**config.mk**
```make
export PLATFORM = sky130hd
export DESIGN_NAME = instruction_fetch
export DESIGN_NICKNAME = d
export VERILOG_FILES = /design/src/rtl/instruction_fetch_pkg.sv /design/src/rtl/fetch_skid.sv /design/src/rtl/instruction_fetch.sv
export SDC_FILE = /design/constraint.sdc
export NUM_CORES = 1
export LEC_CHECK = 0
export BUFFER_PORTS_ARGS = -buffer_cell sky130_fd_sc_hd__buf_2
export CAP_MARGIN = 20
export CORE_MARGIN = 10
export CORE_UTILIZATION = 45
export CTS_CLUSTER_SIZE = 40
export DETAILED_ROUTE_END_ITERATION = 10
export GPL_ROUTABILITY_DRIVEN = 1
export GPL_TIMING_DRIVEN = 0
export PLACE_DENSITY = 0.66
export SLEW_MARGIN = 20
export SYNTH_ARGS = -nofsm -noshare
export SYNTH_HDL_FRONTEND = slang
export SYNTH_SLANG_ARGS = --single-unit
export TNS_END_PERCENT = 10
```
**constraint.sdc**
```tcl
create_clock -name clk -period 2.5 [get_ports clk]
set_input_delay 0.5 -clock clk [delete_from_list [all_inputs] [get_ports clk]]
set_output_delay 0.5 -clock clk [all_outputs]
set_load 0.01 [all_outputs]
```
**src/rtl/instruction_fetch_pkg.sv**
```systemverilog
// Shared core package: fetch widths, fetch FSM encoding and decode opcode constants.
package instruction_fetch_pkg;

    localparam int CORE_PC_W    = 8;
    localparam int CORE_INSTR_W = 24;

    // Fetch FSM: FILL while the first read is in flight, RUN when streaming,
    // HALTED after a HALT instruction is accepted (left only through reset).
    typedef enum logic [1:0] {
        FILL   = 2'd0,
        RUN    = 2'd1,
        HALTED = 2'd2
    } fetch_state_e;

    // Decode opcodes live in the top byte of the instruction word.
    localparam logic [7:0] OP_NOP    = 8'h00;
    localparam logic [7:0] OP_ALU    = 8'h10;
    localparam logic [7:0] OP_LOAD   = 8'h20;
    localparam logic [7:0] OP_STORE  = 8'h30;
    localparam logic [7:0] OP_BRANCH = 8'h40;
    localparam logic [7:0] OP_HALT   = 8'hF0;

endpackage

```
**src/rtl/fetch_skid.sv**
```systemverilog
// One-entry skid buffer holding the memory read that lands while decode stalls.
module fetch_skid
    import instruction_fetch_pkg::*;
#(
    parameter int PC_W    = CORE_PC_W,
    parameter int INSTR_W = CORE_INSTR_W
) (
    input  logic               clk,
    input  logic               rst,
    input  logic               flush,
    input  logic               push,
    input  logic [INSTR_W-1:0] push_data,
    input  logic [PC_W-1:0]    push_pc,
    input  logic               pop,
    output logic               full,
    output logic [INSTR_W-1:0] data,
    output logic [PC_W-1:0]    pc
);

    // Flush beats push beats pop; push and pop never coincide in the fetch unit.
    always_ff @(posedge clk) begin
        if (!rst) begin
            full <= 1'b0;
            data <= '0;
            pc   <= '0;
        end else if (flush) begin
            full <= 1'b0;
        end else if (push) begin
            full <= 1'b1;
            data <= push_data;
            pc   <= push_pc;
        end else if (pop) begin
            full <= 1'b0;
        end
    end

endmodule

```
**src/rtl/instruction_fetch.sv**
```systemverilog
// Instruction fetch stage: drives a synchronous instruction memory and hands
// instructions to decode with a skid buffer absorbing the read in flight.
//
// Handshake: instr_out/pc_out are transferred at a rising edge where
// instr_valid && decode_ready (an accept). While instr_valid is high and
// decode_ready is low, instr_valid, instr_out and pc_out hold unchanged.
// halt_in and branch_en only take effect on an accept; halt wins over branch.
module instruction_fetch
    import instruction_fetch_pkg::*;
#(
    parameter int PC_W    = CORE_PC_W,
    parameter int INSTR_W = CORE_INSTR_W
) (
    input  logic               clk,
    input  logic               rst,
    output logic [PC_W-1:0]    imem_addr,
    input  logic [INSTR_W-1:0] imem_rdata,
    output logic [INSTR_W-1:0] instr_out,
    output logic               instr_valid,
    input  logic               decode_ready,
    input  logic               halt_in,
    input  logic               branch_en,
    input  logic [PC_W-1:0]    branch_target,
    output logic [PC_W-1:0]    pc_out,
    output logic               halted,
    output logic [15:0]        fetch_count,
    output logic [1:0]         state_dbg
);

    fetch_state_e        state_q;
    fetch_state_e        state_d;
    logic [PC_W-1:0]     pc;
    logic                rd_valid;   // a read was issued last cycle, data is on imem_rdata
    logic [PC_W-1:0]     rd_pc;
    logic                accept;
    logic                halt_acc;
    logic                br_acc;
    logic                stalled;
    logic                issue;
    logic                skid_full;
    logic [INSTR_W-1:0]  skid_data;
    logic [PC_W-1:0]     skid_pc;

    assign accept    = instr_valid && decode_ready;
    assign halt_acc  = accept && halt_in;
    assign br_acc    = accept && branch_en && !halt_in;
    assign stalled   = instr_valid && !decode_ready;
    // A new address is only committed when the output can drain next cycle.
    assign issue     = (state_q != HALTED) && !stalled && !halt_acc;
    assign imem_addr = pc;
    assign halted    = (state_q == HALTED);
    assign state_dbg = state_q;

    // State register.
    always_ff @(posedge clk) begin
        if (!rst) state_q <= FILL;
        else      state_q <= state_d;
    end

    // Next-state: FILL lasts one cycle, HALT accept parks the unit.
    always_comb begin
        state_d = state_q;
        case (state_q)
            FILL:    state_d = RUN;
            RUN:     if (halt_acc) state_d = HALTED;
            HALTED:  state_d = HALTED;
            default: state_d = FILL;
        endcase
    end

    // PC, read tracking, output register and accept counter.
    always_ff @(posedge clk) begin
        if (!rst) begin
            pc          <= '0;
            rd_valid    <= 1'b0;
            rd_pc       <= '0;
            instr_out   <= '0;
            instr_valid <= 1'b0;
            pc_out      <= '0;
            fetch_count <= '0;
        end else begin
            if (halt_acc) begin
                rd_valid    <= 1'b0;
                instr_valid <= 1'b0;
            end else if (br_acc) begin
                pc          <= branch_target;
                rd_valid    <= 1'b0;
                instr_valid <= 1'b0;
            end else begin
                if (issue) begin
                    pc       <= pc + 1'b1;
                    rd_valid <= 1'b1;
                    rd_pc    <= pc;
                end else begin
                    rd_valid <= 1'b0;
                end
                // Skid entry is older than the memory data, so it goes first.
                if (!stalled) begin
                    if (skid_full) begin
                        instr_out   <= skid_data;
                        pc_out      <= skid_pc;
                        instr_valid <= 1'b1;
                    end else if (rd_valid) begin
                        instr_out   <= imem_rdata;
                        pc_out      <= rd_pc;
                        instr_valid <= 1'b1;
                    end else begin
                        instr_valid <= 1'b0;
                    end
                end
            end
            if (accept && fetch_count != 16'hFFFF) fetch_count <= fetch_count + 16'd1;
        end
    end

    fetch_skid #(
        .PC_W    (PC_W),
        .INSTR_W (INSTR_W)
    ) u_skid (
        .clk       (clk),
        .rst       (rst),
        .flush     (halt_acc || br_acc),
        .push      (stalled && rd_valid),
        .push_data (imem_rdata),
        .push_pc   (rd_pc),
        .pop       (!stalled && skid_full),
        .full      (skid_full),
        .data      (skid_data),
        .pc        (skid_pc)
    );

endmodule

```
==> metrics.csv <==
metric,value,unit
status,"finished, final reports clean",
clkSinkCount,101,
clk_path_buf_depth,2,
final_nets,635,
grt_pass1_wl,19.0,mm
syn2layout_area_growth,19.1,%
drt-total-wl,11.3,mm
syn-num-nets,528,
final.setup.tns,0,ns
finalCritPeriodShare,82.1,%
grt_setup_unrepaired,false,
avgSynthCellArea,9.17,µm²
ys_dominant_reg_cell,dfxtp_1,
cts.clk_slew.worst_paths,0.10,ns
core,9730,µm²
regArea,2020,µm²
finalSetupViolCount,0,
h-tree-depth,3,
drc,0,
num_vias,3823,
powerDensity,769,nW/µm²
hold_viol_final,0,
die_w,120,µm
n_antenna_cell,0,
die-area,14300,µm²
ys_warn_count,0,
maxSlewViolCount,0,
seq_area_frac_synth,45.4,%
routed_via_density,5.23,
io_buffer_count,96,
root_buffer,clkbuf_8,
netlist_area,4460,µm²
antenna_found_initial,0,
power.leakage,0.00201,µW
synth_top_area_share,45.4,%
cts_made_buffers,9,
drive_gt1_share,26.9,%
rows,36,
path_max_fanout,6,
grt_max_degree,19,
place_congestion,0.831,
required,2.74,ns
tightest_slew,0.768,ns
synth_edf_count,0,
postCtsHoldBufs,0,
async_flop_share,0,%
final_cells,731,
min_period,2.05,ns
die_h,120,µm
dp_cells,715,
layout_commonest_cell,dfxtp_1,
fin_skew,0.0101,ns
grt_pass1_vias,3926,
antenna_left,0,
final_cell_mix,"101 x dfxtp_1, 100 x buf_2, 78 x nand2_1",
hold_class,input pin to register,
ys_ff_latch,101,
clock_latency,0.36,ns
cts_tree,built,
arrival,2.29,ns
ys_top_cells_by_area,"dfxtp_1 45%, mux2i_1 9.4%, a211oi_2 7.9%, nand2_1 6.6%, a21oi_1 6.3%",
vdd_ir_drop_max,0.349,mV
syn_inst,486,
end_kind,register,
max_freq,487,MHz
grt_usage,15.8,%
grt_overflow_total,0,
maxCapViolCount,0,
path_class,register to register,
crit_path_start_kind,register,
cts_setup_buffers,0,
dr.pass1.iters,4,
maxSlewHeadroom,48.8,%
initial_utilization,45.8,%
drt-initial-drc-count,178,
wl_per_cell,15.5,µm
netlist-cell-type-count,48,
multi_input_area,2240,µm²
ctsResizeCount,0,
dp_hpwl,8.66,mm
fillers,947,
yosysTopAreaCell,dfxtp_1,
num_io_pins,97,
## metal layers
metal / share of wire (%) / track usage, % / up-vias
met2: 47 / 25.8 / 81
met3: 6.1 / 6.14 / 13
met5: 0 / 0 / -
met1: 45 / 19.2 / 1788
li1: - / - / 1941
met4: 1.2 / 3.92 / 0
## cells in the mapped netlist, types with 2 or more instances
master     instances
nor3_1             2
or3_1              7
o41ai_1            3
a211oi_1           6
and2_1             3
buf_4              3
and3_1             2
buf_2              4
mux2i_1           42
nor4_1             2
and4_1             2
o21ai_0           17
a211oi_2          28
dfxtp_1          101
nand2b_1           2
a2111oi_0          2
clkbuf_1          20
nand3_1            8
o21a_1             2
o31ai_1            3
xnor2_1            6
nand2_1           78
nand4_1            4
a21oi_1           56
buf_6              4
nor2b_1            2
nor2_1            43
nand4_2            2
ha_1               5
or4_1              4
inv_1              6
## final cells by class
cell class / count / area share [%]
buffer: 33 / 3.23
inverter: 7 / 0.495
multi-input combinational: 345 / 42.2
timing repair buffer: 96 / 9.05
clock inverter: 7 / 1.51
tap: 133 / 3.13
sequential: 101 / 38.1
clock buffer: 9 / 2.33
## worst paths after layout
| path | endpoint | depth (start not counted) | slack [ns] | from |
|---|---|---|---|---|
| min reg2reg | u_skid.data[3]$_SDFFE_PN0P_ | 2 | 0.46 | u_skid.data[3]$_SDFFE_PN0P_ |
| max | imem_addr[7]$_SDFFE_PN0P_ | 6 | 0.45 | state_dbg[0]$_SDFFE_PN0P_ |
| max reg2reg | imem_addr[7]$_SDFFE_PN0P_ | 6 | 0.45 | state_dbg[0]$_SDFFE_PN0P_ |
| min | u_skid.data[1]$_SDFFE_PN0P_ | 3 | 0.38 | imem_rdata[1] |
## cell families after synthesis
logic type      after synthesis  share of synthesized area [%]
simple gates                168                           17.3
compound gates              124                           20.9
flops                       101                           45.4
mux                          42                           9.43
buf+inv                      40                           4.43
xor+xnor                      6                           1.18
fa+ha+maj                     5                           1.40
## report_power, final
group	internal [µW]	total [µW]	leakage (µW)	switching (µW)
Combinational	459	1090	0.00109	635
Sequential	1800	1920	0.000823	130
Clock	475	1060	0.0000968	588
Total	2730	4080	0.00201	1350
## critical path, stage by stage, from the launching register on
cell and delay [ns]:
dfxtp_1 0.39, inv_1 0.08, ha_1 0.29, nand4b_1 0.26, a2111oi_0 0.62, xnor2_1 0.21
a21oi_1 0.09
## sequential cells by signal (all words and copies together) (netlist names)
| signal | cells |
|---|---|
| rd_pc | 8 |
| instr_valid | 1 |
| rd_valid | 1 |
| imem_addr | 8 |
| u_skid.data | 24 |
| fetch_count | 16 |
| u_skid.full | 1 |
| pc_out | 8 |
| u_skid.pc | 8 |
| instr_out | 24 |
| state_dbg | 2 |
## through the flow
| stage | hold WS [ns] | utilization (%) | cell area [µm²] | setup slack [ns] | total power, µW |
|---|---|---|---|---|---|
| after floorplan | 0.436 | - | 4460 | 0.698 | 2690 |
| after global placement | 0.441 | 52.5 | 5100 | 0.497 | 3040 |
| after detailed placement | 0.447 | 52.5 | 5100 | 0.441 | 3070 |
| after CTS | 0.355 | 54.6 | 5310 | 0.436 | 4140 |
| after global routing | 0.355 | 54.6 | 5310 | 0.373 | 4320 |
| final | 0.376 | 54.6 | 5310 | 0.449 | 4080 |
No activity file was read; power rests on OpenSTA's default activity.
